[src/rtl/collatz_arbiter.sv]
// Round-robin front end that time-shares one external Collatz iterator core
// among NREQ requesters and returns each job's step count tagged with its id.
module collatz_arbiter #(
   parameter int NREQ     = 4,
   parameter int ID_BITS  = 2,
   parameter int MAX_ITER = 65535
) (
   input  logic                 clk,
   input  logic                 reset_n,
   input  logic [NREQ-1:0]      req,
   input  logic [32*NREQ-1:0]   req_n,
   output logic [NREQ-1:0]      gnt,
   output logic                 resp_valid,
   output logic [ID_BITS-1:0]   resp_id,
   output logic [15:0]          resp_count,
   output logic                 resp_sat,
   output logic                 busy,
   output logic                 cgo,
   output logic [31:0]          cn,
   input  logic                 cdone,
   output logic [1:0]           dbg_state
);

   localparam logic [1:0] S_IDLE = 2'd0;
   localparam logic [1:0] S_LOAD = 2'd1;
   localparam logic [1:0] S_RUN  = 2'd2;
   localparam logic [1:0] S_RESP = 2'd3;

   localparam logic [15:0]        C_CAP    = 16'(MAX_ITER);
   localparam logic [15:0]        C_CAP_M1 = 16'(MAX_ITER - 1);
   localparam logic [ID_BITS-1:0] C_ID_LAST = ID_BITS'(NREQ - 1);

   // Handshake: req[i]/slice i are held by the client until gnt[i] pulses;
   // resp_valid is a bare one-cycle pulse with no back-pressure.

   logic [1:0]          r_state;
   logic [ID_BITS-1:0]  r_ptr;
   logic [ID_BITS-1:0]  r_id;
   logic [31:0]         r_cn;
   logic [15:0]         r_count;
   logic [ID_BITS-1:0]  r_resp_id;
   logic [15:0]         r_resp_count;
   logic                r_resp_sat;

   logic                w_req_any;
   logic                w_hit;
   logic [ID_BITS-1:0]  w_win;
   logic [31:0]         w_win_slice;
   logic [ID_BITS-1:0]  w_ptr_next;
   logic [NREQ-1:0]     w_gnt;

   assign w_req_any = |req;

   // First pending requester at or after the pointer, wrapping to index 0.
   always_comb begin
      w_win = '0;
      w_hit = 1'b0;
      for (int k = 0; k < NREQ; k++) begin
         if (!w_hit && req[(int'(r_ptr) + k) % NREQ]) begin
            w_hit = 1'b1;
            w_win = ID_BITS'((int'(r_ptr) + k) % NREQ);
         end
      end
   end

   always_comb begin
      w_win_slice = '0;
      for (int k = 0; k < NREQ; k++) begin
         if (ID_BITS'(k) == w_win) begin
            w_win_slice = req_n[32*k +: 32];
         end
      end
   end

   assign w_ptr_next = (w_win == C_ID_LAST) ? '0 : w_win + ID_BITS'(1);

   always_comb begin
      w_gnt = '0;
      if (r_state == S_LOAD) begin
         w_gnt[r_id] = 1'b1;
      end
   end

   always_ff @(posedge clk) begin
      if (!reset_n) begin
         r_state      <= S_IDLE;
         r_ptr        <= '0;
         r_id         <= '0;
         r_cn         <= '0;
         r_count      <= '0;
         r_resp_id    <= '0;
         r_resp_count <= '0;
         r_resp_sat   <= 1'b0;
      end else begin
         case (r_state)
            S_IDLE: begin
               if (w_req_any) begin
                  r_id    <= w_win;
                  r_cn    <= w_win_slice;
                  r_count <= '0;
                  r_ptr   <= w_ptr_next;
                  r_state <= S_LOAD;
               end
            end
            // cdone still reflects the core's previous job during LOAD.
            S_LOAD: begin
               r_state <= S_RUN;
            end
            S_RUN: begin
               if (cdone) begin
                  r_resp_id    <= r_id;
                  r_resp_count <= r_count;
                  r_resp_sat   <= 1'b0;
                  r_state      <= S_RESP;
               end else if (r_count == C_CAP_M1) begin
                  r_count      <= C_CAP;
                  r_resp_id    <= r_id;
                  r_resp_count <= C_CAP;
                  r_resp_sat   <= 1'b1;
                  r_state      <= S_RESP;
               end else begin
                  r_count <= r_count + 16'd1;
               end
            end
            default: begin
               r_state <= S_IDLE;
            end
         endcase
      end
   end

   assign gnt        = w_gnt;
   assign cgo        = (r_state == S_LOAD);
   assign cn         = r_cn;
   assign resp_valid = (r_state == S_RESP);
   assign resp_id    = r_resp_id;
   assign resp_count = r_resp_count;
   assign resp_sat   = r_resp_sat;
   assign busy       = (r_state != S_IDLE);
   assign dbg_state  = r_state;

endmodule
[config.mk]
export PLATFORM = sky130hd
export DESIGN_NAME = collatz_arbiter
export DESIGN_NICKNAME = d
export VERILOG_FILES = /design/src/rtl/collatz_arbiter.sv
export SDC_FILE = /design/constraint.sdc
export NUM_CORES = 1
export LEC_CHECK = 0
export CELL_PAD_IN_SITES_DETAIL_PLACEMENT = 0
export CELL_PAD_IN_SITES_GLOBAL_PLACEMENT = 1
export CORE_ASPECT_RATIO = 1.25
export CORE_MARGIN = 1.5
export CORE_UTILIZATION = 29
export CTS_CLUSTER_DIAMETER = 30
export DETAILED_ROUTE_END_ITERATION = 7
export GPL_TIMING_DRIVEN = 1
export MAX_ROUTING_LAYER = met4
export PLACE_DENSITY = 0.91
export RECOVER_POWER = 25
export SYNTH_ARGS = -nofsm -noshare
export SYNTH_HDL_FRONTEND = slang
export SYNTH_SLANG_ARGS = --single-unit
[constraint.sdc]
create_clock -name clk -period 3 [get_ports clk]
set_input_delay 0.6 -clock clk [delete_from_list [all_inputs] [get_ports clk]]
set_output_delay 0.6 -clock clk [all_outputs]
set_load 0.01 [all_outputs]
==> impl_results.md <==
- Number of buffers added on ports: about 190
- Number of iterations in the first detailed-routing pass: 8
- Cell count after placement: roughly 870
- Final hold viol count: 0
- #FFs+latches synth: 73
- Area growth from synthesis to layout: 57.2%
- Die Height: 138 µm
- Static Leak: 2.71 nW
- Number of distinct standard cells referenced by the synthesized netlist: 54
- Die X-Extent: approximately 110 µm
- Non-filler cells, final: 889
- # hold bufs at CTS: 0
- Setup Skew: 0.00666 ns
- Total half-perimeter wirelength after legalization and detailed placement: ~11 mm
- Crit start category: input pin
- Post-Synthesis Net Count: slightly below 700
- Area of the mapped netlist: about 0.0042 mm²
- Endpoint of the worst register-to-register path: r_count[12]
- Final net count: ~850
- Root Driver: clkbuf_16
- Num ports: between 150 and 200
- First element of the critical path: req[1]
- Min Clock Period, post-route: about 2.7 ns
- Global router's overall resource usage: 0.193
- Bufs on Longest Clock Path: 2
- Most frequent cells in the layout: 161 x clkdlybuf4s50_1, 110 x a21oi_1, 73 x dfxtp_1
- Antenna violations before repair: 0
- CP arrival: 2.95 ns
- Critical path's most frequent cell: a21oi_1
- Post-CTS setup-driven buffer insertion count: 0
- Area of all placed cells without fillers: around 0.0067 mm²
- Avg Cell Area, Syn: about 7.9 µm²
- Maximum ir drop on the vdd rail: between 0.4 and 0.5 mV
- Number of synthesized flops with an enable pin: 0
- Sequential share of the synthesized area: 0.345
- End-of-flow core utilization: 0.465
- TritonCTS clock tree: done
- H-Tree Level Count: 3
- Post-synthesis instance total: 537
- Number of maximum-capacitance violations: 0
- Min-Delay Path Class: reg2reg
- RSZ-0062 raised after global routing: no
- Antenna viol nets, final: 0
- Via count of the first global-routing pass: just under 5000
- Post-cts resize count: 0
- Commonest non-fill, non-tap cell in the layout: clkdlybuf4s50_1
- List of cells traversed by the critical path: clkdlybuf4s50_1, inv_1, a221o_1, a22oi_1, ha_2, buf_12, nand2_1, a21oi_1, a21oi_1, o21ai_0, o211a_1
- Number of slew-limit violations in the final report: 0
- Transition time at the pin with the least slew margin: 0.885 ns
- Number of diodes added for antenna fixing: 0
- Effective utilization at floorplan: 0.296
- RePlAce Congestion: around 0.91
- Detailed-route DRC error count: 0
- Worst-path clk slew: ~0.060 ns
- Total cell area at the placement stage: approximately 0.0064 mm²
- Rows: 49
- Required time of the worst setup path: 3.28 ns
- CTS Buf Count: 9
- Wire length of the first global-routing pass: between 20 and 25 mm
- Post-detailed-route wirelength per cell: between 15 and 20 µm
- Average via count per standard cell: around 5.4
- Async S/R FF share, synth: 0
- Cell with the biggest individual delay on the critical path: clkdlybuf4s50_1
- Insertion delay of the later-clocked pin in the worst-skew pair: ~0.34 ns
- Maximum number of pins on one net before global-route repair: between 60 and 70
- Max transition margin: 0.406
- Post-detailed-routing wire length: about 15 mm
- Setup slack of the worst register-to-register path: between 0.6 and 0.7 ns
- Total grt overflow: 0
- Worst hold margin: about 0.44 ns
- Crit end category: flop
- Fraction of the cycle the final worst path needs: 0.889
- Max stage delay on crit path: 0.49 ns
- Run status: completed
- Overall die area: 0.0154 mm²
- Worst setup path category: in2reg
- Top fanout value on the critical path: 64
- Cell area power density: 852 mW/mm²
- Start of the worst register-to-register path: dbg_state[0]
- Count of vias placed by the detailed router: between 4000 and 5000
- Number of violations reported at the end of detailed-routing iteration 0: 283
- Maximum achievable frequency: roughly 370 MHz
- Pwr Total: around 5.7 mW
- Length in cells of the worst reg-to-reg path: 7
- Ratio of cells with drive above 1 in the final layout: 0.0534
- Prevailing post-synth register cell: dfxtp_1
- Placeable core region: roughly 0.014 mm²
- Total number of yosys warnings: 0
- Final setup fails: 0
- CTS Sinks: 73
- End point of the critical path: cn[0]
[cell families (layout without fill, tap and decap cells)]
kind of cell	count (synthesis)	after routing	synth area share
AOI/OAI and AO/OA	243	243	0.374
adders and majority gates	10	10	0.0295
buffers and inverters	58	232	0.0569
DFF	73	73	0.345
muxes	2	2	0.00472
and+or+nand+nor	151	151	0.190
[registers in the layout, summed over array words and instances (netlist names)]
name        flops
r_count        16
cn             32
r_id            2
resp_id         2
resp_sat        1
dbg_state       2
resp_count     16
r_ptr           2
[worst min-delay path by stage]
stage	startpoint	endpoint	slack [ns]	depth (start not counted)
after floorplan	resp_id[0]	resp_id[0]	0.47	2
after global placement	resp_id[0]	resp_id[0]	0.44	2
after detailed placement	resp_id[0]	resp_id[0]	0.44	2
after CTS	resp_id[0]	resp_id[0]	0.45	2
after global routing	resp_id[1]	resp_id[1]	0.47	2
final	resp_id[0]	resp_id[0]	0.44	2
[per-layer routing]
layer | global-route usage | up-vias | part of all wire
li1 | - | 2337 | -
met1 | 0.211 | 2252 | 0.39
met2 | 0.339 | 201 | 0.52
met3 | 0.0338 | 38 | 0.058
met4 | 0.0953 | 0 | 0.033
met5 | - | - | 0
[synthesized netlist by cell type (all sizes together) (4+ instances only)]
| cell | n | area [µm²] |
|---|---|---|
| a21boi | 4 | 30.0 |
| a21oi | 110 | 551 |
| and2 | 4 | 25.0 |
| and3 | 4 | 25.0 |
| buf | 13 | 72.6 |
| clkbuf | 34 | 128 |
| dfxtp | 73 | 1460 |
| ha | 10 | 125 |
| inv | 11 | 41.3 |
| nand2 | 64 | 240 |
| nand3 | 12 | 65.1 |
| nand3b | 32 | 240 |
| nand4 | 7 | 43.8 |
| nor2 | 13 | 56.3 |
| nor3 | 5 | 25.0 |
| o211a | 32 | 320 |
| o21ai | 55 | 290 |
| o221a | 16 | 180 |
[area by class of cell]
| cell class | instances | area (µm²) |
|---|---|---|
| clock inverter | 6 | 91.3 |
| timing repair buffer | 205 | 2080 |
| multi-input combinational | 406 | 2540 |
| fill | 1433 | 7680 |
| clock buffer | 10 | 229 |
| inverter | 11 | 41.3 |
| sequential | 73 | 1460 |
| tap | 178 | 223 |
[per-stage QoR]
stage	setup TNS, ns	setup slack (ns)
CTS	0	0.335
floorplan	0	0.467
detailed placement	-0.0468	-0.0207
finish	0	0.333
global route	0	0.116
global placement	0	0.0795
[power breakdown]
| group | internal (mW) | switching [mW] | leakage, nW |
|---|---|---|---|
| combinational | 1.45 | 1.61 | 1.97 |
| sequential | 1.27 | 0.183 | 0.598 |
| clock | 0.731 | 0.439 | 0.145 |
| total | 3.45 | 2.24 | 2.71 |
[worst max-delay path: cells and delay by family]
family | cells | cell delay, ns
AO/OA/AOI/OAI | 6 | 1.20
buffers and inverters | 3 | 0.77
adder cells (fa/ha/maj) | 1 | 0.26
AND/OR/NAND/NOR | 1 | 0.08
No activity file was read; power rests on OpenSTA's default activity.
